--- src/rtl/multi_cycle_controller_pkg.sv ---
// Shared encodings for the multi-cycle datapath control: opcodes, ALUOp,
// ALU operand-B and PC source selects, and the controller state encoding.
// The ALU controller imports the same package, so both blocks always agree
// on these codes.
package multi_cycle_controller_pkg;

  localparam logic [3:0] OP_LOAD    = 4'b0000;
  localparam logic [3:0] OP_STORE   = 4'b0001;
  localparam logic [3:0] OP_JUMP    = 4'b0010;
  localparam logic [3:0] OP_BRANCHZ = 4'b0100;
  localparam logic [3:0] OP_CTYPE   = 4'b1000;
  localparam logic [3:0] OP_ADDI    = 4'b1100;
  localparam logic [3:0] OP_SUBI    = 4'b1101;
  localparam logic [3:0] OP_ANDI    = 4'b1110;
  localparam logic [3:0] OP_ORI     = 4'b1111;

  localparam logic [2:0] ALUOP_BRZ   = 3'b000;
  localparam logic [2:0] ALUOP_CTYPE = 3'b001;
  localparam logic [2:0] ALUOP_NOP   = 3'b011;
  localparam logic [2:0] ALUOP_ADDI  = 3'b100;
  localparam logic [2:0] ALUOP_SUBI  = 3'b101;
  localparam logic [2:0] ALUOP_ANDI  = 3'b110;
  localparam logic [2:0] ALUOP_ORI   = 3'b111;

  localparam logic [1:0] SRCB_REG = 2'b00;
  localparam logic [1:0] SRCB_ONE = 2'b01;
  localparam logic [1:0] SRCB_IMM = 2'b10;

  localparam logic [1:0] PCSRC_ALU = 2'b00;
  localparam logic [1:0] PCSRC_BR  = 2'b01;
  localparam logic [1:0] PCSRC_JMP = 2'b10;

  typedef enum logic [3:0] {
    S_FETCH, S_DECODE, S_EXEC_C, S_EXEC_I, S_WB_ALU, S_MEM_ADDR,
    S_MEM_RD, S_MEM_WB, S_MEM_WR, S_BRANCH, S_JUMP
  } state_t;

  typedef enum logic [2:0] {
    CLS_MEM, CLS_JUMP, CLS_BRANCH, CLS_CTYPE, CLS_IMM, CLS_ILLEGAL
  } op_class_t;

  function automatic op_class_t op_class(input logic [3:0] op);
    case (op)
      OP_LOAD, OP_STORE:                op_class = CLS_MEM;
      OP_JUMP:                          op_class = CLS_JUMP;
      OP_BRANCHZ:                       op_class = CLS_BRANCH;
      OP_CTYPE:                         op_class = CLS_CTYPE;
      OP_ADDI, OP_SUBI, OP_ANDI, OP_ORI: op_class = CLS_IMM;
      default:                          op_class = CLS_ILLEGAL;
    endcase
  endfunction

  function automatic logic [2:0] imm_aluop(input logic [3:0] op);
    case (op)
      OP_ADDI: imm_aluop = ALUOP_ADDI;
      OP_SUBI: imm_aluop = ALUOP_SUBI;
      OP_ANDI: imm_aluop = ALUOP_ANDI;
      OP_ORI:  imm_aluop = ALUOP_ORI;
      default: imm_aluop = ALUOP_NOP;
    endcase
  endfunction

  // C-type nop (01000000) and register-window ops (Func[7]=1) produce no
  // register result.
  function automatic logic ctype_writes(input logic [7:0] func);
    ctype_writes = !((func == 8'b01000000) || func[7]);
  endfunction

endpackage

--- src/rtl/multi_cycle_controller.sv ---
// Multi-cycle datapath controller: Moore FSM sequencing fetch, decode,
// execute, memory and write-back steps. Only the memory-completion strobes
// (FETCH, MEM_RD, MEM_WR) look at MemReady combinationally.
// Ports:
//   clk, rst (sync, active-low)
//   Opcode[3:0], Func[7:0]  instruction register fields (stable after IRWrite)
//   Zero                    ALU zero flag, used by BRANCH
//   MemReady                memory completes the pending access this cycle
//   PCWrite, IRWrite, IorD, MemRead, MemWrite, RegWrite, MemToReg, ALUSrcA
//   ALUSrcB[1:0], PCSrc[1:0], ALUOp[2:0], IllegalOp
module multi_cycle_controller
  import multi_cycle_controller_pkg::*;
(
  input  logic       clk,
  input  logic       rst,
  input  logic [3:0] Opcode,
  input  logic [7:0] Func,
  input  logic       Zero,
  input  logic       MemReady,
  output logic       PCWrite,
  output logic       IRWrite,
  output logic       IorD,
  output logic       MemRead,
  output logic       MemWrite,
  output logic       RegWrite,
  output logic       MemToReg,
  output logic       ALUSrcA,
  output logic [1:0] ALUSrcB,
  output logic [1:0] PCSrc,
  output logic [2:0] ALUOp,
  output logic       IllegalOp
);

  state_t    state, next_state;
  op_class_t cls;

  always_ff @(posedge clk) begin
    if (!rst) state <= S_FETCH;
    else      state <= next_state;
  end

  always_comb begin
    next_state = state;
    cls        = op_class(Opcode);
    PCWrite    = 1'b0;
    IRWrite    = 1'b0;
    IorD       = 1'b0;
    MemRead    = 1'b0;
    MemWrite   = 1'b0;
    RegWrite   = 1'b0;
    MemToReg   = 1'b0;
    ALUSrcA    = 1'b0;
    ALUSrcB    = SRCB_REG;
    PCSrc      = PCSRC_ALU;
    ALUOp      = ALUOP_NOP;
    IllegalOp  = 1'b0;
    // Outputs are forced quiet while reset is held, even though the state
    // register already sits in FETCH.
    if (rst) begin
      case (state)
        S_FETCH: begin
          MemRead = 1'b1;
          if (MemReady) begin
            IRWrite    = 1'b1;
            PCWrite    = 1'b1;
            ALUSrcB    = SRCB_ONE;
            next_state = S_DECODE;
          end
        end
        S_DECODE: begin
          case (cls)
            CLS_MEM:    next_state = S_MEM_ADDR;
            CLS_JUMP:   next_state = S_JUMP;
            CLS_BRANCH: next_state = S_BRANCH;
            CLS_CTYPE:  next_state = S_EXEC_C;
            CLS_IMM:    next_state = S_EXEC_I;
            default: begin
              IllegalOp  = 1'b1;
              next_state = S_FETCH;
            end
          endcase
        end
        S_EXEC_C: begin
          ALUSrcA    = 1'b1;
          ALUSrcB    = SRCB_REG;
          ALUOp      = ALUOP_CTYPE;
          next_state = S_WB_ALU;
        end
        S_EXEC_I: begin
          ALUSrcA    = 1'b1;
          ALUSrcB    = SRCB_IMM;
          ALUOp      = imm_aluop(Opcode);
          next_state = S_WB_ALU;
        end
        S_WB_ALU: begin
          // ALU controls stay as in EXEC so the result is still on the bus.
          ALUSrcA = 1'b1;
          if (cls == CLS_CTYPE) begin
            ALUSrcB  = SRCB_REG;
            ALUOp    = ALUOP_CTYPE;
            RegWrite = ctype_writes(Func);
          end else begin
            ALUSrcB  = SRCB_IMM;
            ALUOp    = imm_aluop(Opcode);
            RegWrite = 1'b1;
          end
          next_state = S_FETCH;
        end
        S_MEM_ADDR: begin
          ALUSrcA    = 1'b1;
          ALUSrcB    = SRCB_IMM;
          next_state = (Opcode == OP_STORE) ? S_MEM_WR : S_MEM_RD;
        end
        S_MEM_RD: begin
          MemRead = 1'b1;
          IorD    = 1'b1;
          if (MemReady) next_state = S_MEM_WB;
        end
        S_MEM_WB: begin
          RegWrite   = 1'b1;
          MemToReg   = 1'b1;
          next_state = S_FETCH;
        end
        S_MEM_WR: begin
          MemWrite = 1'b1;
          IorD     = 1'b1;
          if (MemReady) next_state = S_FETCH;
        end
        S_BRANCH: begin
          ALUSrcA    = 1'b1;
          ALUSrcB    = SRCB_REG;
          ALUOp      = ALUOP_BRZ;
          PCSrc      = PCSRC_BR;
          PCWrite    = Zero;
          next_state = S_FETCH;
        end
        S_JUMP: begin
          PCSrc      = PCSRC_JMP;
          PCWrite    = 1'b1;
          next_state = S_FETCH;
        end
        default: next_state = S_FETCH;
      endcase
    end
  end

endmodule

--- config.mk ---
export PLATFORM = sky130hd
export DESIGN_NAME = multi_cycle_controller
export DESIGN_NICKNAME = d
export VERILOG_FILES = /design/src/rtl/multi_cycle_controller_pkg.sv /design/src/rtl/multi_cycle_controller.sv
export SDC_FILE = /design/constraint.sdc
export NUM_CORES = 1
export LEC_CHECK = 0
export ABC_AREA = 1
export CAP_MARGIN = 10
export CORE_MARGIN = 4
export CORE_UTILIZATION = 35
export DETAILED_ROUTE_END_ITERATION = 10
export GPL_TIMING_DRIVEN = 0
export PLACE_DENSITY = 0.76
export REMOVE_ABC_BUFFERS = 1
export SLEW_MARGIN = 20
export SYNTH_ARGS = -nofsm -noshare
export SYNTH_HDL_FRONTEND = slang
export SYNTH_SLANG_ARGS = --single-unit
--- constraint.sdc ---
create_clock -name clk -period 1.07 [get_ports clk]
set_input_delay 0.107 -clock clk [delete_from_list [all_inputs] [get_ports clk]]
set_output_delay 0.107 -clock clk [all_outputs]
set_load 0.01 [all_outputs]
[Word level (Yosys, flattened, before mapping)]
Memory sizes are Yosys's and may differ from the RTL's.
Cells that the tools add are included.
Storage, ports and cells
  bits of input ports: 16
  output and inout port bits: 16
  logic and storage cells: 73
  bits in registers: 4
  memories: 1
  bits in read-only memories: 48
Memories
  (name not given): depth 16, width 3, read ports 1, clocked after Yosys merged registers in 0, wr ports 0, line multi_cycle_controller_pkg.sv:43  | case (op)
Operators by class
  reductions and logical operators: 11
  muxes and demuxes: 37
  equality and inequality tests: 23
Operators with widths (count)
  4-bit equality test, second input constant: 7
  3-bit case mux with 4 select lines: 2
  4-bit case mux with 6 select lines: 1
  1-bit two-way mux: 20
  4-bit case mux with 5 select lines: 1
  4-bit by 3-bit equality test with 1-bit output, second input constant: 4
  4-bit two-way mux: 4
  5-bit OR reduction: 2
  4-bit by 1-bit equality test with 1-bit output, second input constant: 2
  4-bit by 2-bit equality test with 1-bit output, second input constant: 2
  8-bit by 7-bit equality test with 1-bit output, second input constant: 1
  2-bit OR reduction: 4
  3-bit by 2-bit equality test with 1-bit output, second input constant: 2
  2-bit two-way mux: 3
  3-bit two-way mux: 2
  2-bit inequality test, second input constant: 3
  2-bit case mux with 3 select lines: 1
  4-bit logical NOT: 1
  2-bit case mux with 2 select lines: 1
  3-bit by 1-bit equality test with 1-bit output, second input constant: 1
  3-bit equality test, second input constant: 1
  3-bit logical NOT: 1
  1-bit case mux with 3 select lines: 1
  3-bit AND reduction: 1
  3 further kinds: 3

[Logic depth before layout (Yosys ltp)]
Gate-level depths: netlist of the first run.
  depth after elaboration: 6
  gate-level depth with buffers: 8
  mapped depth without buffers: 8

[Worst setup path before layout of the first run]
OpenSTA, ideal clock, no wires.
  path type: reg-to-output
  from: register state[1]
  to: output PCWrite
  buffers on the path: 0
  cell stages (with the launch flop): 5
  data required time: 963 ps
  data arrival time: 1041 ps
  path slack: -78 ps
  cells stage by stage: dfxtp_1 nand2_1 nor3_1 nor2_1 nand2_1
On the way
  longest elaborated chain between the ends: 3
  elaborated cells between the ends (all ways): 5
  classes of those cells: eq/ne: 2; mux: 2; reduce/logical: 1
Ends and longest elaborated chain
  start, declared: line multi_cycle_controller.sv:34  | state_t state, next_state;
  start signal, assigned: line multi_cycle_controller.sv:39  | else state <= next_state;
  4-bit equality test / 4-bit logical NOT (equally long branches): line multi_cycle_controller.sv:60  | case (state)
  1-bit case mux with 3 select lines *: line multi_cycle_controller.sv:60
  1-bit two-way mux *: line multi_cycle_controller.sv:59  | if (rst) begin
  end, declared: line multi_cycle_controller.sv:20  | output logic PCWrite,
Every way passes the cells marked *; elsewhere a longest branch is shown, timed or not.

[Final worst setup path of the first run]
  from: register state[2]
  to: output ALUSrcB[1]
On the way
  longest elaborated chain between the ends: 4
  elaborated cells between the ends (all ways): 7
  classes of those cells: eq/ne: 3; mux: 2; reduce/logical: 2
Ends and longest elaborated chain
  4-bit by 2-bit equality test with 1-bit output / 4-bit by 3-bit equality test with 1-bit output (equally long branches): line multi_cycle_controller.sv:60
  2-bit OR reduction (no source line)
  2-bit case mux with 3 select lines *: line multi_cycle_controller.sv:60
  2-bit two-way mux *: line multi_cycle_controller.sv:59
  end, declared: line multi_cycle_controller.sv:28  | output logic [1:0] ALUSrcB,
Marks and branches as above.

==> results of run 1 <==
==> routing by layer <==
metal,vias up,track usage
li1,465,-
met1,434,0.212
met2,47,0.359
met3,12,0.0512
met4,0,0.0553
met5,-,0
==> cell families after synthesis <==
group                  after synthesis
and+or+nand+nor                     85
buffers and inverters               25
AOI/OAI and AO/OA                    9
DFF                                  4
==> power groups by stage <==
stage / Clock [W] / Combinational, W / Sequential [W]
after floorplan: 0 / 0.000179 / 0.000178
after global placement: 0 / 0.000320 / 0.000182
after detailed placement: 0 / 0.000325 / 0.000183
after CTS: 0.000194 / 0.000381 / 0.000184
after global routing: 0.000205 / 0.000486 / 0.000193
final: 0.000182 / 0.000450 / 0.000192
==> critical path, stage by stage (launching register included) <==
cell and delay, ns:
dfxtp_4 0.37, nor2_4 0.20, nand3_2 0.16, nand2_2 0.13
nand2_2 0.06, a21oi_2 0.11, buf_2 0.13
==> worst min-delay path by stage <==
stage | from | endpoint | slack [ns] | cells past startpoint
2_1_floorplan | rst | state[3] | 0.20 | 2
3_3_place_gp | state[2] | state[0] | 0.66 | 4
3_5_place_dp | state[2] | state[0] | 0.68 | 4
4_1_cts | rst | state[3] | 0.29 | 3
5_1_grt | rst | state[3] | 0.32 | 3
6_report | rst | state[3] | 0.31 | 3
==> cells in the final DEF (no fill, tap or decap) <==
master           instances
nand2_1                 33
nor2_1                  17
buf_2                   16
inv_1                   13
clkdlybuf4s50_1         10
buf_4                    8
nor2_4                   7
nand2_4                  6
nand3_1                  6
inv_2                    5
nand2_2                  5
inv_4                    4
a21oi_2                  4
dlygate4sd2_1            4
buf_6                    4
dfxtp_4                  4
nand3_2                  3
nor3_4                   3
clkbuf_4                 3
nand4_1                  2
nand3_4                  1
clkinvlp_4               1
o21ai_2                  1
nor3_2                   1
o21a_1                   1
o21bai_1                 1
o21ai_1                  1
nor2_2                   1
a21oi_1                  1
clkdlybuf4s15_2          1
==> stage by stage <==
step	hold WS (ns)	total power [W]	std cells	setup TNS, ns	util
finish	0.306	0.000825	183	-5.03	0.735
global route	0.324	0.000884	183	-6.23	0.735
CTS	0.290	0.000758	183	-4.51	0.667
detailed placement	0.679	0.000508	168	-13.45	0.587
global placement	0.660	0.000502	168	-13.03	0.587
floorplan	0.205	0.000358	121	-0.196	-
==> what timing repair did <==
| item | 4_1_cts | 5_1_grt |
|---|---|---|
| pin swaps | 10 | 16 |
| resized for setup | 97 | 34 |
| buffers inserted | 12 | 2 |
| setup endpoints to repair | 20 | 20 |
==> cell type report <==
class	count	area, sq um	share of cell area
tap	16	20.0	0.0173
clock buffer	3	22.5	0.0194
sequential	4	95.1	0.0821
timing repair buffer	43	332	0.286
inverter	23	100	0.0864
multi-input combinational	94	589	0.509
==> flow_summary.json, run 1 <==
{
  "n_antenna_cell": 0,
  "avgViaCountPerCell": 5.23,
  "numCtsBuffers": 3,
  "post-synth-top-count-cell": "nand2_1",
  "rows": 14,
  "drive_gt1_frac": 0.467,
  "critPathArrivalTime_ns": 1.40,
  "first_pass_iters": 4,
  "reg2regPathDepth": 7,
  "maxSlewViolCount": 0,
  "ys_warn_count": 0,
  "start_util": 0.389,
  "synth_area_leaders": "nand2_1, dfxtp_1, nor2_1",
  "cts_root_buffer": "clkbuf_4",
  "vdd_drop_max_mv": 0.735,
  "die_area_sq_um": 2490,
  "grt_pass1_vias": 845,
  "die_w_microns": 49.9,
  "syn_to_final_growth_pct": 89.0,
  "setup-violations-final": 18,
  "leakagePower_nw": 0.595,
  "p_sw_w": 0.000344,
  "grt_pass1_wl_microns": 3780,
  "grt_setup_unrepaired": "true",
  "worstReg2RegStart": "state[0]",
  "clkTransAtPathRegs_ns": 0.04,
  "worstSetupEndpoint": "ALUSrcB[1]",
  "violations": "setup timing",
  "cap_violations": 0,
  "clockPowerShare": 0.221,
  "pwr-share-comb": 0.546,
  "wl_per_cell_microns": 14.8,
  "synth_cell_types": 18,
  "cts.path.max_buffers": 2,
  "die_h_microns": 49.9,
  "drt_wl_total_microns": 2700,
  "skew_ns": 0.00182,
  "synth_xor_area_frac": 0,
  "grt_overflow": 0,
  "p_int_w": 0.000480,
  "p_sw_frac": 0.418,
  "fillCellCount": 128,
  "cts.sinks": 4,
  "gp_congestion": 0.858,
  "cts_tree": "done",
  "cts.htree.levels": 1,
  "synthSimpleGateAreaFrac": 0.616,
  "port_buffers": 31,
  "cp-start-kind": "flop",
  "reg_top3": "state (4)",
  "outcome": "finished, violations left",
  "vias": 958,
  "synthArstFlopShare": 0,
  "r2r-end": "state[0]",
  "min_period_over_period": 1.40,
  "coreArea_sq_um": 1580,
  "fmax_mhz": 666,
  "worstSetupPathType": "reg -> out",
  "setup_ws_ns": -0.432,
  "hold_buffers": 0,
  "seq_area_frac_synth": 0.131,
  "top_register": "state",
  "synth-adder-area-share": 0,
  "route.met2.wl_microns": 1460,
  "dpl_worst_slack_ns": -1.01,
  "synthMuxAreaShare": 0,
  "hold_viol_final": 0,
  "drc": 0,
  "cp-end-kind": "output pin",
  "top_layer_used": "met4",
  "dr_wl_met3_microns": 242,
  "place_area_sq_um": 925,
  "syn_area_sq_um": 613,
  "routedLengthMet1_microns": 936,
  "synth-compound-area-share": 0.0816,
  "hold_class": "in -> reg",
  "worstPathRequired_ns": 0.96,
  "grtUsageTotal": 0.193,
  "postLayoutCellArea_sq_um": 1160,
  "power_frac_seq": 0.233,
  "synth_ff_type": "dfxtp_1",
  "cp_max_fo": 5,
  "rrSetupSlack_ns": -0.14,
  "drtIter0Drc": 29,
  "synth-seq-cells": 4,
  "dp_hpwl_microns": 1560,
  "antenna_found_initial": 0,
  "worstSkewPairLatency_ns": 0.23,
  "synth_top_cell_area_share": 0.251,
  "synth_top_area_cell": "nand2_1",
  "powerDensity_nw_per_um2": 712,
  "ys_top_cells_by_count": "nand2_1, nor2_1, inv_1",
  "critPathLaunch": "state[2]",
  "synth_area_per_cell_sq_um": 4.98,
  "largest_register_ffs": 4,
  "pin_count": 32,
  "relSlewSlack": 0.856,
  "synthCells": 123,
  "synth_top_family_by_area": "simple AND/OR/NAND/NOR gates",
  "tightest_slew_ns": 0.216,
  "grt_max_degree": 8,
  "ant_nets": 0,
  "synth_edf_count": 0,
  "final_nets": 185,
  "period_minus_slack_ns": 1.50
}
Note: power is estimated with default switching activity, not from simulation.
==> inputs of run 2 (changes only) <==
--- a/config.mk
+++ b/config.mk
@@ -13,6 +13,7 @@
 export GPL_TIMING_DRIVEN = 0
 export PLACE_DENSITY = 0.76
 export REMOVE_ABC_BUFFERS = 1
+export SETUP_SLACK_MARGIN = 0.5
 export SLEW_MARGIN = 20
 export SYNTH_ARGS = -nofsm -noshare
 export SYNTH_HDL_FRONTEND = slang
==> flow_summary.json, run 2 (synthesized netlist as in run 1, its figures left out) <==
{
  "worstSetupPathType": "reg -> out",
  "skew_ns": 0.00293,
  "leakagePower_nw": 0.645,
  "cts_tree": "done",
  "routedLengthMet1_microns": 1120,
  "cp_max_fo": 5,
  "tightest_slew_ns": 0.234,
  "critPathArrivalTime_ns": 1.40,
  "numCtsBuffers": 3,
  "reg2regPathDepth": 11,
  "grt_setup_unrepaired": "true",
  "vias": 978,
  "cp-end-kind": "output pin",
  "grt_pass1_wl_microns": 3780,
  "first_pass_iters": 4,
  "die_area_sq_um": 2490,
  "largest_register_ffs": 4,
  "gp_congestion": 0.858,
  "rrSetupSlack_ns": -0.29,
  "hold_buffers": 0,
  "period_minus_slack_ns": 1.51,
  "grt_overflow": 0,
  "rows": 14,
  "maxSlewViolCount": 0,
  "ant_nets": 0,
  "cp-start-kind": "flop",
  "drt_wl_total_microns": 2950,
  "n_antenna_cell": 0,
  "grt_max_degree": 8,
  "dp_hpwl_microns": 1560,
  "worstReg2RegStart": "state[2]",
  "hold_class": "in -> reg",
  "final_cell_mix": "nand2_1, nor2_1, buf_2, inv_1, clkdlybuf4s50_1",
  "layout_commonest_cell": "nand2_1",
  "antenna_found_initial": 0,
  "top_layer_used": "met4",
  "port_buffers": 31,
  "worstSetupEndpoint": "ALUSrcB[1]",
  "worstPathRequired_ns": 0.96,
  "final_nets": 188,
  "dp_cells": 168,
  "die_w_microns": 49.9,
  "cts.path.max_buffers": 2,
  "worstSkewPairLatency_ns": 0.23,
  "wl_per_cell_microns": 15.9,
  "critPathLaunch": "state[2]",
  "vdd_drop_max_mv": 0.763,
  "outcome": "finished, violations left",
  "setup_ws_ns": -0.437,
  "hold_viol_final": 0,
  "drive_gt1_frac": 0.494,
  "dpl_worst_slack_ns": -1.01,
  "die_h_microns": 49.9,
  "relSlewSlack": 0.844,
  "violations": "setup timing",
  "min_period_over_period": 1.41,
  "r2r-end": "state[0]",
  "drtIter0Drc": 34,
  "cts.sinks": 4,
  "fin_cells": 186,
  "setup-violations-final": 20,
  "fmax_mhz": 664,
  "route.met2.wl_microns": 1530,
  "start_util": 0.389,
  "cts.htree.levels": 1,
  "clkTransAtPathRegs_ns": 0.04,
  "top_register": "state",
  "avgViaCountPerCell": 5.26,
  "cap_violations": 0,
  "drc": 0,
  "syn_to_final_growth_pct": 101,
  "powerDensity_nw_per_um2": 719,
  "grtUsageTotal": 0.193,
  "dr_wl_met3_microns": 244,
  "cts_root_buffer": "clkbuf_4",
  "pin_count": 32,
  "reg_top3": "state (4)",
  "coreArea_sq_um": 1580,
  "grt_pass1_vias": 846
}
==> run 2: per-stage QoR <==
step	TNS, ns	power [W]	area, sq um	hold slack (ns)	util
4_1_cts	-4.51	0.000758	1050	0.290	0.667
5_1_grt	-6.91	0.000937	1230	0.328	0.782
3_5_place_dp	-13.45	0.000508	925	0.679	0.587
3_3_place_gp	-13.03	0.000502	925	0.660	0.587
2_1_floorplan	-0.196	0.000358	594	0.205	-
6_report	-5.87	0.000886	1230	0.305	0.782
==> run 2: power breakdown <==
group          internal, W  switching (W)
clock network     0.000125      0.0000579
registers         0.000159      0.0000314
logic             0.000228       0.000285
total             0.000513       0.000374
==> run 2: worst min-delay path by stage <==
stage	start	endpoint	cells past startpoint
2_1_floorplan	rst	state[3]	2
3_3_place_gp	state[2]	state[0]	4
3_5_place_dp	state[2]	state[0]	4
4_1_cts	rst	state[3]	3
5_1_grt	rst	state[3]	3
6_report	rst	state[3]	3
==> run 2: cell type report <==
class	count	area, sq um
repair buffers	46	370
well taps	16	20.0
clock buffers	3	22.5
multi-input cells	94	617
inverters	23	108
fillers	111	344
flip-flops and latches	4	95.1
==> run 2: layer usage <==
layer / vias to the layer above / GRT usage
li1: 472 / -
met1: 457 / 0.212
met2: 41 / 0.359
met3: 8 / 0.0512
met4: 0 / 0.0553
met5: - / 0
==> run 2: timing repair <==
action,CTS,global route
resized for setup,97,43
setup buffers,12,3
endpoints found under the setup margin,20,20
pin swaps,10,20
==> run 2: critical path, cell delays in order (launching register included) <==
cell	delay (ns)
dfxtp_4	0.37
nor2_4	0.20
nand3_2	0.16
nand2_2	0.13
nand2_2	0.06
a21oi_2	0.11
buf_2	0.13
